<file path="src/rtl/fetch_mon_pkg.sv">
// Shared constants for the instruction-fetch monitor.
// Build option: FETCH_MON_TRACE_EN enables the fetch trace buffer.
package fetch_mon_pkg;

  localparam int ADDR_W          = 32;
  localparam int DEF_ROM_BYTES   = 8192;
  localparam int DEF_HALT_THRESH = 16;
  localparam int DEF_HIST_DEPTH  = 8;
  localparam int DEF_CNT_W       = 32;

  typedef logic [ADDR_W-1:0] addr_t;

  function automatic logic misaligned(input addr_t a);
    return a[1:0] != 2'b00;
  endfunction

endpackage

</file>
<file path="src/rtl/fetch_mon_trace.sv">
// Circular history of recent fetch addresses, newest at index 0.
// Only instantiated when FETCH_MON_TRACE_EN is defined.
module fetch_mon_trace
  import fetch_mon_pkg::*;
#(
  parameter int HIST_DEPTH = DEF_HIST_DEPTH,
  localparam int IDX_W = $clog2(HIST_DEPTH)
) (
  input  logic             clk,
  input  logic             rst,
  input  logic             wr_en,
  input  addr_t            wr_addr,
  input  logic [IDX_W-1:0] rd_idx,
  output addr_t            rd_addr
);

  addr_t            mem [HIST_DEPTH];
  logic [IDX_W-1:0] wr_ptr;
  logic [IDX_W-1:0] rd_ptr;

  always_ff @(posedge clk) begin
    if (!rst) begin
      wr_ptr <= '0;
      for (int i = 0; i < HIST_DEPTH; i++)
        mem[i] <= '0;
    end else if (wr_en) begin
      mem[wr_ptr] <= wr_addr;
      wr_ptr      <= wr_ptr + IDX_W'(1);
    end
  end

  // Pointer arithmetic wraps naturally at power-of-2 depth.
  always_comb begin
    rd_ptr  = wr_ptr - IDX_W'(1) - rd_idx;
    rd_addr = mem[rd_ptr];
  end

endmodule

</file>
<file path="src/rtl/fetch_monitor.sv">
// Passive fetch-port observer: counts, halt detect, fetch error flags.
// Build option: FETCH_MON_TRACE_EN adds hist_rd_idx/hist_rd_addr trace port.
module fetch_monitor
  import fetch_mon_pkg::*;
#(
  parameter int ROM_BYTES   = DEF_ROM_BYTES,
  parameter int HALT_THRESH = DEF_HALT_THRESH,
  parameter int HIST_DEPTH  = DEF_HIST_DEPTH,
  parameter int CNT_W       = DEF_CNT_W
) (
  input  logic             clk,
  input  logic             rst,
  input  logic             rom_en,
  input  addr_t            rom_addr,
  input  logic             err_clr,
  output logic [CNT_W-1:0] fetch_cnt,
  output addr_t            last_addr,
  output logic             last_valid,
  output logic             halted,
  output logic             misalign_err,
  output logic             range_err,
`ifdef FETCH_MON_TRACE_EN
  input  logic [$clog2(HIST_DEPTH)-1:0] hist_rd_idx,
  output addr_t            hist_rd_addr,
`endif
  output addr_t            err_addr
);

  localparam int    RPT_W    = $clog2(HALT_THRESH);
  localparam addr_t ADDR_MAX = ADDR_W'(ROM_BYTES - 4);
  localparam logic [RPT_W-1:0] RPT_MAX = RPT_W'(HALT_THRESH - 1);

  logic [RPT_W-1:0] rpt;
  logic [RPT_W-1:0] rpt_nxt;
  logic             same;
  logic             mis_hit;
  logic             rng_hit;
  logic             err_hit;
  logic             mis_base;
  logic             rng_base;

  always_comb begin
    same    = last_valid && (rom_addr == last_addr);
    rpt_nxt = '0;
    if (same)
      rpt_nxt = (rpt == RPT_MAX) ? rpt : rpt + RPT_W'(1);
    mis_hit  = rom_en && misaligned(rom_addr);
    rng_hit  = rom_en && (rom_addr > ADDR_MAX);
    err_hit  = mis_hit || rng_hit;
    mis_base = misalign_err && !err_clr;
    rng_base = range_err && !err_clr;
  end

  always_ff @(posedge clk) begin
    if (!rst) begin
      fetch_cnt  <= '0;
      last_addr  <= '0;
      last_valid <= 1'b0;
      rpt        <= '0;
      halted     <= 1'b0;
    end else if (rom_en) begin
      if (fetch_cnt != '1)
        fetch_cnt <= fetch_cnt + CNT_W'(1);
      last_addr  <= rom_addr;
      last_valid <= 1'b1;
      rpt        <= rpt_nxt;
      halted     <= (rpt_nxt == RPT_MAX);
    end
  end

  // err_addr keeps the first error; a same-cycle clear lets a new one in.
  always_ff @(posedge clk) begin
    if (!rst) begin
      misalign_err <= 1'b0;
      range_err    <= 1'b0;
      err_addr     <= '0;
    end else begin
      misalign_err <= mis_base || mis_hit;
      range_err    <= rng_base || rng_hit;
      if (err_hit && !(mis_base || rng_base))
        err_addr <= rom_addr;
      else if (err_clr)
        err_addr <= '0;
    end
  end

`ifdef FETCH_MON_TRACE_EN
  fetch_mon_trace #(
    .HIST_DEPTH(HIST_DEPTH)
  ) u_trace (
    .clk    (clk),
    .rst    (rst),
    .wr_en  (rom_en),
    .wr_addr(rom_addr),
    .rd_idx (hist_rd_idx),
    .rd_addr(hist_rd_addr)
  );
`endif

endmodule

</file>
<file path="config.mk">
export PLATFORM = sky130hd
export DESIGN_NAME = fetch_monitor
export DESIGN_NICKNAME = d
export VERILOG_FILES = /design/src/rtl/fetch_mon_pkg.sv /design/src/rtl/fetch_mon_trace.sv /design/src/rtl/fetch_monitor.sv
export SDC_FILE = /design/constraint.sdc
export NUM_CORES = 1
export LEC_CHECK = 0
export BUFFER_PORTS_ARGS = -buffer_cell sky130_fd_sc_hd__clkbuf_2
export CORE_MARGIN = 10
export CORE_UTILIZATION = 59
export CTS_BUF_LIST = sky130_fd_sc_hd__clkbuf_8
export DETAILED_ROUTE_END_ITERATION = 12
export GPL_ROUTABILITY_DRIVEN = 1
export PLACE_DENSITY = 0.95
export SLEW_MARGIN = 40
export SYNTH_ARGS = -nofsm -noshare
export SYNTH_HDL_FRONTEND = slang
export SYNTH_SLANG_ARGS = --single-unit
</file>
<file path="constraint.sdc">
create_clock -name clk -period 5.29 [get_ports clk]
set_clock_uncertainty 0.1 [all_clocks]
set_input_delay 0.2645 -clock clk [delete_from_list [all_inputs] [get_ports clk]]
set_output_delay 0.2645 -clock clk [all_outputs]
set_load 0.05 [all_outputs]
</file>
# Yosys cells after proc, flatten, opt, wreduce, memory -nomap -nowiden
# Cells that the tools add are included.
op_classes:
  magnitude_cmp: 1
  shifts: 0
  div: 0
  n_addsub: 2
  n_eq_ne: 4
  bitwise_logic: 0
  n_reduce_logical: 15
  mul: 0
  muxes: 4
ops:
  columns: ["cell", "n"]
  rows:
  - ["$mux 32", 2]
  - ["$add 32x1->32 const B", 1]
  - ["$eq 32x32->1", 1]
  - ["$gt 32x13->1 const B", 1]
  - ["$ne 32x32->1 const B", 1]
  - ["$eq 4x4->1 const B", 2]
  - ["$mux 4", 2]
  - ["$logic_and 1x1->1", 6]
  - ["$add 4x1->4 const B", 1]
  - ["$logic_or 1x1->1", 4]
  - ["$reduce_bool 2->1", 2]
  - ["$logic_not 1->1", 2]
  - ["$reduce_and 2->1", 1]
totals:
  output_inout_bits: 100
  register_bits: 104
  memories: 0
  latchBits: 0
  rom_bits: 0
  ram_bits: 0

# Depth between registers and ports, before layout
depth:
  depth_word: 6
  ltp_mapped: 8
  depth_no_buf: 7

# Worst setup path after synthesis
# No wires, ideal clock.
synth_timing:
  kind: "register -> register"
  startpoint: "reg fetch_cnt[0]"
  endpoint: "reg fetch_cnt[26]"
  path_slack_ps: 2703
  arrival_ps: 2417
  required_ps: 5120
  path_stages_with_launch: 8
  period_less_slack_ps: 2587
  path_cell_list: "dfxtp_1 -> ha_1 -> nand2_4 -> or3_4 -> or4_1 -> buf_2 -> or3_1 -> a21boi_1"
synth_between:
  elab_chain_cells: 2
  elab_cells_between_ends: 3
  classes_between: "1 x add/sub; 1 x eq/ne; 1 x reduce/logical"
synth_lines:
  columns: ["item", "line_no", "source"]
  rows:
  - ["start: declaration", "fetch_monitor.sv:16", "output logic [CNT_W-1:0] fetch_cnt,"]
  - ["start signal: assignment", "fetch_monitor.sv:63", "fetch_cnt <= fetch_cnt + CNT_W'(1);"]
  - ["parallel branches: the longest is 2 deep, another holds $add 32x1->32", null, null]
# Parallel ways; which one is timed is not known.
# A chain may end at the register's enable or synchronous reset.

# Worst setup path in the final report
layout_timing:
  startpoint: "reg fetch_cnt[22]"
  endpoint: "reg fetch_cnt[9]"
layout_between:
  elab_chain_cells: 2
layout_lines:
  columns: ["item", "line_no", "source"]
  rows:
  - ["$ne 32x32->1", "fetch_monitor.sv:62", "if (fetch_cnt != '1)"]
  - ["$reduce_and 2->1 (no source line)", null, null]
# No other way between the ends.

==> results.yml <==
place:
  post_dp_cell_area_um2: 5684
  portBuffers: 135
  place_hpwl_um: 10110
  gp_congestion: 0.8914
  post-place-ws_ns: 2.446
sta:
  final.min_clock_period_ns: 2.503
  fin_tns_setup_ns: 0
  finalWorstSetupSlack_ns: 2.787
  slew_violations: 0
  period_share: 0.4731
  max_freq_mhz: 399.5
  finalHoldViolCount: 0
  whs_ns: 0.05746
  rsz0062_at_grt: "false"
  worstMarginPinSlew_ns: 0.7613
  relSlewSlack: 0.4887
  setup_viol: 0
power_and_ir_drop:
  p_leak_nw: 2.566
  seqPwrFrac: 0.532
  p_int_mw: 1.065
  p_sw_mw: 0.5098
  pwr-share-comb: 0.181
  ir_drop_mv: 0.1639
  swShare: 0.3236
  power_density_nw_per_um2: 268.7
  power_frac_clock: 0.287
final_layout:
  final_cell_mix: "clkbuf_2, dfxtp_1, nand2_1"
  drive_gt1_frac: 0.2466
  design_area_um2: 5862
  fillCellCount: 615
  antenna-diode-count: 0
  final_common_cell: "clkbuf_2"
  finalNetCount: 690
  syn2layout_area_growth_pct: 17.86
clock_network:
  cts_resized: 0
  cts_root_buffer: "clkbuf_8"
  cts_max_level: 3
  clk_latency_ns: 0.37
  clk_pin_slew_worst_paths_ns: 0.11
  cts_buffers: 9
  post_cts_buffers: 0
  clock_sinks: 104
  holdBufCountCts: 0
  clk_path_buf_depth: 2
  tritoncts: "yes"
synthesis:
  synth_cells: 534
  ys_warn_count: 0
  synth-seq-area-share: 0.4186
  yosysUniqueCellTypes: 52
  async_flop_share: 0
  synth_edf_count: 0
  synthFlopType: "dfxtp_1"
  synth_area_per_cell_um2: 9.314
  ys_ff_latch: 104
  netlist_area_um2: 4974
  syn_nets: 572
detailed_routing:
  vias: 4502
  dr.pass1.iters: 5
  drtIter0Drc: 367
  antenna_left: 0
  drc: 0
  routed_wl_um: 13950
  drt-wirelength-per-cell_um: 18.31
  via_per_inst: 5.908
floorplanning:
  io_pins: 136
  start_util: 0.6053
  core-area_um2: 8217
  die_h_um: 111.8
  die-area_um2: 12500
  fp.dieW_um: 111.8
  rows: 33
worst_setup_path:
  crit_arrival_ns: 2.68
  crit_fanout: 16
  slowest_delay_ns: 0.74
  path_class: "register to register"
  crit_chain: "and4_1, nand4_1, nor4_4, nor3b_1, xor2_1, and2_1"
  startpoint_type: "register"
  cp-end-kind: "register"
  worstPathRequired_ns: 5.47
  cp_slowest_cell: "nor4_4"
grt:
  track_usage: 0.2125
  grt_pass1_vias: 4571
  grt_antenna_before_repair: 0
  grt_pass1_wl_um: 22460
  grt-ovfl-total: 0
  grt_max_degree: 78
worst_hold_path:
  hp-class: "input pin to register"
run_status:
  status: "finished, final reports clean"
job:
  maxCapViolations: 0
## registers in the layout (all words and copies together), names as in the netlist
name / cells
misalign_err: 1
halted: 1
rpt: 4
last_valid: 1
last_addr: 32
fetch_cnt: 32
range_err: 1
err_addr: 32
## power groups by stage
stage	sequential, mW	clock, mW	combinational (mW)
after floorplan	0.954	0	0.0996
after global placement	0.853	0	0.278
after detailed placement	0.854	0	0.284
after CTS	0.837	0.456	0.285
after global routing	0.842	0.485	0.304
final	0.838	0.452	0.286
## synth_stat cells, types with 8 or more instances
cell type,count,area [um2]
a21boi_0,33,247.7
xnor2_1,13,113.9
and2_1,19,118.9
xor2_1,38,332.8
dfxtp_1,104,2082
nand3_1,15,75.07
clkbuf_1,23,86.33
o21ai_0,14,70.07
nand4_1,16,100.1
mux2i_1,32,320.3
nand2b_1,9,56.30
nor4_1,12,75.07
or3_1,9,56.30
nand3b_1,34,255.2
nor2b_1,36,225.2
nor3_1,8,40.04
a21boi_1,11,82.58
nand2_1,50,187.7
## path summary, 6_finish.rpt
path / from / endpoint / slack [ns] / cells after the start
worst max-delay path: fetch_cnt[22] / fetch_cnt[9] / 2.79 / 6
worst min-delay path: rom_addr[24] / err_addr[24] / 0.06 / 3
worst max register to register: fetch_cnt[22] / fetch_cnt[9] / 2.79 / 6
worst min register to register: last_valid / last_valid / 0.40 / 1
## metal layers
metal	up-vias	share of wire	global-route usage
met5	-	0	0
met4	0	0.033	0.1028
met3	44	0.083	0.06441
met2	185	0.47	0.3446
met1	2166	0.41	0.2501
li1	2107	-	-
## area by class of cell
| type | instances | area, um2 | share of cell area |
|---|---|---|---|
| Multi-Input combinational cell | 394 | 2760 | 0.4709 |
| Sequential cell | 104 | 2082 | 0.3552 |
| Timing Repair Buffer | 138 | 698.2 | 0.1191 |
| Tap cell | 105 | 131.4 | 0.02241 |
| Clock buffer | 9 | 123.9 | 0.02113 |
| Clock inverter | 7 | 47.55 | 0.008111 |
| Inverter | 5 | 18.77 | 0.003202 |
## cell families (layout without fill, tap and decap cells)
| logic type | count (synthesis) | after routing | synth area share |
|---|---|---|---|
| mux | 32 | 32 | 0.06440 |
| flops | 104 | 104 | 0.4186 |
| simple gates | 236 | 236 | 0.2840 |
| xor+xnor | 51 | 51 | 0.08981 |
| buf+inv | 36 | 159 | 0.03170 |
| compound gates | 73 | 73 | 0.1064 |
| fa+ha+maj | 2 | 2 | 0.005031 |
## worst max-delay path, delay by kind of cell, from the launching register on
family                    cells  cell delay, ns
DFF                           1            0.46
xor gates and xnor gates      1            0.18
and+or+nand+nor               5            1.67
## metrics by stage
stage               power [mW]    util  std cells
floorplan                1.054       -        534
CTS                      1.579  0.7127        762
global placement         1.131  0.6906        746
finish                   1.575  0.7134        762
global route             1.630  0.7134        762
detailed placement       1.138  0.6918        746
(Power assumes the default switching activity.)
